[src/rtl/uart_rx_deser.sv]
// UART receive deserialiser: start/data/parity/stop framing with valid/ready output and status.
// Optional break detection is compiled in with UART_RX_BREAK_DETECT_EN.
module uart_rx_deser #(
    parameter int unsigned DATA_BITS   = 8,
    parameter int unsigned PARITY_MODE = 0,
    parameter int unsigned STOP_BITS   = 1,
    parameter int unsigned LSB_FIRST   = 1
) (
    input  logic                 clk,
    input  logic                 reset,
    input  logic                 rx_in,
    input  logic                 sample_done,
    input  logic                 enable,
    output logic [DATA_BITS-1:0] data_out,
    output logic                 data_valid,
    input  logic                 data_ready,
    output logic                 parity_err,
    output logic                 frame_err,
    output logic                 overrun,
    output logic                 busy
`ifdef UART_RX_BREAK_DETECT_EN
    ,
    output logic                 break_det
`endif
);

    localparam logic [3:0] LastData = 4'(DATA_BITS - 1);
    localparam logic [3:0] LastStop = 4'(STOP_BITS - 1);

    typedef enum logic [2:0] {
        StIdle,
        StData,
        StParity,
        StStop
`ifdef UART_RX_BREAK_DETECT_EN
        ,
        StBreak
`endif
    } state_e;

    state_e               state_q, state_d;
    logic [3:0]           cnt_q, cnt_d;
    logic [DATA_BITS-1:0] shreg_q, shreg_d, shifted;
    logic                 par_err_q, par_err_d;
    logic                 stop_err_q, stop_err_d;
    logic                 par_calc;
    logic                 commit;
    logic [DATA_BITS-1:0] commit_data;
    logic                 commit_perr, commit_ferr;
    logic                 handshake;

    logic [DATA_BITS-1:0] data_q;
    logic                 valid_q, perr_q, ferr_q, ovr_q;

`ifdef UART_RX_BREAK_DETECT_EN
    logic zero_q, zero_d;
    logic commit_brk;
    logic brk_q;
`endif

    generate
        if (LSB_FIRST != 0) begin : g_lsb_first
            assign shifted = {rx_in, shreg_q[DATA_BITS-1:1]};
        end else begin : g_msb_first
            assign shifted = {shreg_q[DATA_BITS-2:0], rx_in};
        end
    endgenerate

    assign par_calc = (^shreg_q) ^ rx_in;

    always_comb begin
        state_d    = state_q;
        cnt_d      = cnt_q;
        shreg_d    = shreg_q;
        par_err_d  = par_err_q;
        stop_err_d = stop_err_q;
        commit     = 1'b0;
`ifdef UART_RX_BREAK_DETECT_EN
        zero_d     = zero_q;
`endif
        if (!enable) begin
            state_d = StIdle;
        end else if (sample_done) begin
            unique case (state_q)
                StIdle: begin
                    if (!rx_in) begin
                        state_d    = StData;
                        cnt_d      = '0;
                        par_err_d  = 1'b0;
                        stop_err_d = 1'b0;
`ifdef UART_RX_BREAK_DETECT_EN
                        zero_d     = 1'b1;
`endif
                    end
                end
                StData: begin
                    shreg_d = shifted;
                    cnt_d   = cnt_q + 4'd1;
`ifdef UART_RX_BREAK_DETECT_EN
                    zero_d  = zero_q & ~rx_in;
`endif
                    if (cnt_q == LastData) begin
                        cnt_d   = '0;
                        state_d = (PARITY_MODE != 0) ? StParity : StStop;
                    end
                end
                StParity: begin
                    // Odd parity flags an even total; even parity flags an odd total.
                    par_err_d = (PARITY_MODE == 1) ? ~par_calc : par_calc;
                    state_d   = StStop;
`ifdef UART_RX_BREAK_DETECT_EN
                    zero_d    = zero_q & ~rx_in;
`endif
                end
                StStop: begin
                    if (!rx_in) stop_err_d = 1'b1;
                    cnt_d = cnt_q + 4'd1;
`ifdef UART_RX_BREAK_DETECT_EN
                    zero_d = zero_q & ~rx_in;
`endif
                    if (cnt_q == LastStop) begin
                        commit  = 1'b1;
                        cnt_d   = '0;
                        state_d = StIdle;
`ifdef UART_RX_BREAK_DETECT_EN
                        if (zero_q && !rx_in) state_d = StBreak;
`endif
                    end
                end
`ifdef UART_RX_BREAK_DETECT_EN
                StBreak: begin
                    if (rx_in) state_d = StIdle;
                end
`endif
                default: state_d = StIdle;
            endcase
        end
    end

    // The final stop sample is folded in directly since it is not yet registered.
    always_comb begin
        commit_data = shreg_q;
        commit_perr = par_err_q;
        commit_ferr = stop_err_q | ~rx_in;
`ifdef UART_RX_BREAK_DETECT_EN
        commit_brk  = zero_q & ~rx_in;
        if (commit_brk) begin
            commit_data = '0;
            commit_perr = 1'b0;
            commit_ferr = 1'b0;
        end
`endif
    end

    always_ff @(posedge clk) begin
        if (reset) begin
            state_q    <= StIdle;
            cnt_q      <= '0;
            shreg_q    <= '0;
            par_err_q  <= 1'b0;
            stop_err_q <= 1'b0;
`ifdef UART_RX_BREAK_DETECT_EN
            zero_q     <= 1'b0;
`endif
        end else begin
            state_q    <= state_d;
            cnt_q      <= cnt_d;
            shreg_q    <= shreg_d;
            par_err_q  <= par_err_d;
            stop_err_q <= stop_err_d;
`ifdef UART_RX_BREAK_DETECT_EN
            zero_q     <= zero_d;
`endif
        end
    end

    assign handshake = valid_q & data_ready;

    always_ff @(posedge clk) begin
        if (reset) begin
            data_q  <= '0;
            valid_q <= 1'b0;
            perr_q  <= 1'b0;
            ferr_q  <= 1'b0;
            ovr_q   <= 1'b0;
`ifdef UART_RX_BREAK_DETECT_EN
            brk_q   <= 1'b0;
`endif
        end else if (commit && (!valid_q || data_ready)) begin
            data_q  <= commit_data;
            valid_q <= 1'b1;
            perr_q  <= commit_perr;
            ferr_q  <= commit_ferr;
`ifdef UART_RX_BREAK_DETECT_EN
            brk_q   <= commit_brk;
`endif
            if (handshake) ovr_q <= 1'b0;
        end else if (commit) begin
            // Consumer still holds the old word: drop the new one.
            ovr_q <= 1'b1;
        end else if (handshake) begin
            valid_q <= 1'b0;
            ovr_q   <= 1'b0;
        end
    end

    assign data_out   = data_q;
    assign data_valid = valid_q;
    assign parity_err = perr_q;
    assign frame_err  = ferr_q;
    assign overrun    = ovr_q;
    assign busy       = (state_q != StIdle);
`ifdef UART_RX_BREAK_DETECT_EN
    assign break_det  = brk_q;
`endif

endmodule

[config.mk]
export PLATFORM = sky130hd
export DESIGN_NAME = uart_rx_deser
export DESIGN_NICKNAME = d
export VERILOG_FILES = /design/src/rtl/uart_rx_deser.sv
export SDC_FILE = /design/constraint.sdc
export NUM_CORES = 1
export LEC_CHECK = 0
export ABC_CLOCK_PERIOD_IN_PS = 2100
export BUFFER_PORTS_ARGS = -buffer_cell sky130_fd_sc_hd__buf_4
export CORE_ASPECT_RATIO = 1.1
export CORE_MARGIN = 8
export CORE_UTILIZATION = 58
export CTS_BUF_LIST = sky130_fd_sc_hd__clkbuf_8
export CTS_CLUSTER_SIZE = 8
export DETAILED_ROUTE_END_ITERATION = 12
export GPL_TIMING_DRIVEN = 0
export PLACE_DENSITY_LB_ADDON = 0.08
export SETUP_SLACK_MARGIN = 0.2
export SLEW_MARGIN = 20
export SYNTH_ARGS = -nofsm -noshare
export SYNTH_HDL_FRONTEND = slang
export SYNTH_SLANG_ARGS = --single-unit
[constraint.sdc]
create_clock -name clk -period 2.1 [get_ports clk]
set_input_delay 0.105 -clock clk [delete_from_list [all_inputs] [get_ports clk]]
set_output_delay 0.105 -clock clk [all_outputs]
set_load 0.005 [all_outputs]
==> metrics.cfg <==
[cts]
numCtsBuffers = 3
cts_buffer_depth = 2
cts_sinks = 28
clk_pin_slew_ns = 0.10
cts_tree = done
clk_latency_ns = 0.27
cts_max_level = 1
root_buffer = clkbuf_8
cts_hold_buf = 0

[route]
routed_wl_microns = 2626
viasPerCell = 5.328
ant_nets = 0
drt_iter0_drc = 16
dr.pass1.iters = 4
drc = 0
vias = 1039
routedWlPerCell_microns = 13.47

[synthesis]
synth_area_per_cell_sq_um = 9.424
yosysSeqAreaShare_pct = 42.18
ys_warn_count = 0
yosysUniqueCellTypes = 32
yosysTopAreaCell = dfxtp_1
synthTopCellsByArea = dfxtp_1 42%, mux2i_1 14%, ha_1 7.5%
yosysTopAreaCellShare_pct = 42.18
syn_nets = 155
yosys_register_bits = 28
synthFlopType = dfxtp_1
synthArstFlopShare_pct = 0
syn_inst = 141
synth-edff-count = 0
synthesis.area_sq_um = 1329

[finish]
syn_to_final_growth_pct = 20.62
num_antenna_cells = 0
final_net_count = 180
drive_gt1_share_pct = 21.21

[die]
floorplan.die_area_sq_um = 4080
die_h_microns = 66.20
die_w_microns = 61.64
start_util_pct = 60.20
rows = 18
io_pins = 19
core_area_sq_um = 2207

[sta]
rsz0062_at_grt = true
setup_tns_ns = 0
period_share_pct = 87.34
setup_viol_count_final = 0
slew_headroom_pct = 63.67
hold_viol_final = 0
period_minus_slack_ns = 1.834
clock_skew_ns = 0.01027
fmax_mhz = 545.2
worstMarginPinSlew_ns = 0.5364
drv_slew = 0

[power]
powerDensity_nw_per_um2 = 573.0
p_total_mw = 0.9183
p_leak_nw = 0.6946
ir_drop_mv = 0.6011

[setup_path]
path_class = flip-flop to flip-flop
crit_arrival_ns = 2.04
start_kind = flip-flop
cp-end-kind = flip-flop
cp_max_fo = 5
cp.required_ns = 2.30

[place]
dp_hpwl_microns = 1878
gp_congestion = 0.8478
port-buffer-count = 17

[status]
status = complete, no violations

[global_routing]
grt_pass1_wl_microns = 4188
antenna_found_initial = 0
grt_pass1_vias = 964
grt_max_degree = 16
grt_usage_pct = 13.34
gr-total-overflow = 0

[run]
maxCapViolCount = 0

[worst_hold_path]
worstHoldPathType = input port to flip-flop

## per-stage QoR
step	std cells	worst slack, ns	utilization (%)	hold slack (ns)	area, sq um
floorplan	141	0.2018	-	0.2051	1329
global placement	188	0.1128	67.69	0.2987	1494
detailed placement	188	0.02715	67.69	0.3066	1494
CTS	194	0.1954	71.43	0.01416	1577
global route	195	0.1885	72.62	0.003022	1603
finish	195	0.2659	72.62	0.02049	1603
## kinds of logic (layout without fill, tap and decap cells)
logic type	count (synthesis)	after routing	share of synthesized area, %
and+or+nand+nor	55	55	20.81
AOI/OAI and AO/OA	14	14	7.251
xor gates and xnor gates	6	6	4.991
DFF	28	28	42.18
buffers and inverters	12	36	3.673
adders and majority gates	8	8	7.533
muxes	18	18	13.56
## registers in the layout, indices dropped and copies added (netlist names), 2 cells and up
register and flops:
state_q 2, cnt_q 4, commit_data 8, data_out 8
## Yosys cell counts (all sizes together), types with 2 or more instances
master / number
mux2i: 18
nand3b: 2
a21oi: 4
clkbuf: 3
nor3: 4
inv: 8
dfxtp: 28
ha: 8
a31oi: 2
or3b: 2
xnor2: 3
xor2: 2
nor2: 24
nand3: 7
a211oi: 2
nand2: 9
## layout make-up
class | instances | area [sq um]
fillers | 187 | 604.3
repair buffers | 20 | 150.1
flip-flops and latches | 28 | 565.5
well taps | 30 | 37.54
plain buffers | 4 | 18.77
multi-input cells | 101 | 745.7
inverters | 8 | 30.03
clock buffers | 4 | 55.05
## cell usage in the layout, fill, tap and decap left out, drive strengths merged, types with 2 or more instances in the layout
cell	instances
nand3	7
a211oi	2
or3b	2
xnor2	3
a21oi	4
nand3b	2
mux2i	18
inv	8
nor2	24
nor3	4
nand2	9
buf	21
clkbuf	7
a31oi	2
ha	8
xor2	2
dfxtp	28
## timing repair
| action | in CTS | in global routing |
|---|---|---|
| pin swaps | 1 | 1 |
| gates cloned | 1 | 0 |
| buffers inserted | 1 | 1 |
| setup endpoints to repair | 10 | 10 |
| resized for setup | 8 | 4 |
## metal layers
| metal | vias up | part of all wire [%] | track usage, % |
|---|---|---|---|
| li1 | 533 | - | - |
| met5 | - | 0 | 0 |
| met1 | 491 | 45 | 15.56 |
| met2 | 13 | 51 | 22.93 |
| met4 | 0 | 0.72 | 5.128 |
| met3 | 2 | 2.9 | 2.529 |
## worst paths after layout
kind	start	to	slack, ns	depth (start not counted)
hold reg to reg	stop_err_q$_SDFFE_PP0P_	frame_err$_SDFFE_PP0P_	0.47	2
hold / removal	data_ready	overrun$_SDFF_PP0_	0.02	2
setup / recovery	state_q[0]$_SDFFE_PP0P_	cnt_q[2]$_SDFFE_PP0P_	0.27	6
setup reg to reg	state_q[0]$_SDFFE_PP0P_	cnt_q[2]$_SDFFE_PP0P_	0.27	6
## critical path: stages, from the launching register on
cell     delay [ns]
dfxtp_2        0.35
inv_2          0.07
ha_4           0.18
and2_4         0.16
or3_4          0.39
or4b_1         0.47
a31oi_1        0.15
## where the power goes
part	total [mW]	internal, mW	leakage [nW]	switching, mW
clock	0.333	0.168	0.0288	0.165
sequential	0.532	0.531	0.227	0.00104
combinational	0.0537	0.0230	0.439	0.0307
total	0.918	0.721	0.695	0.197
No activity file was read; power rests on OpenSTA's default activity.
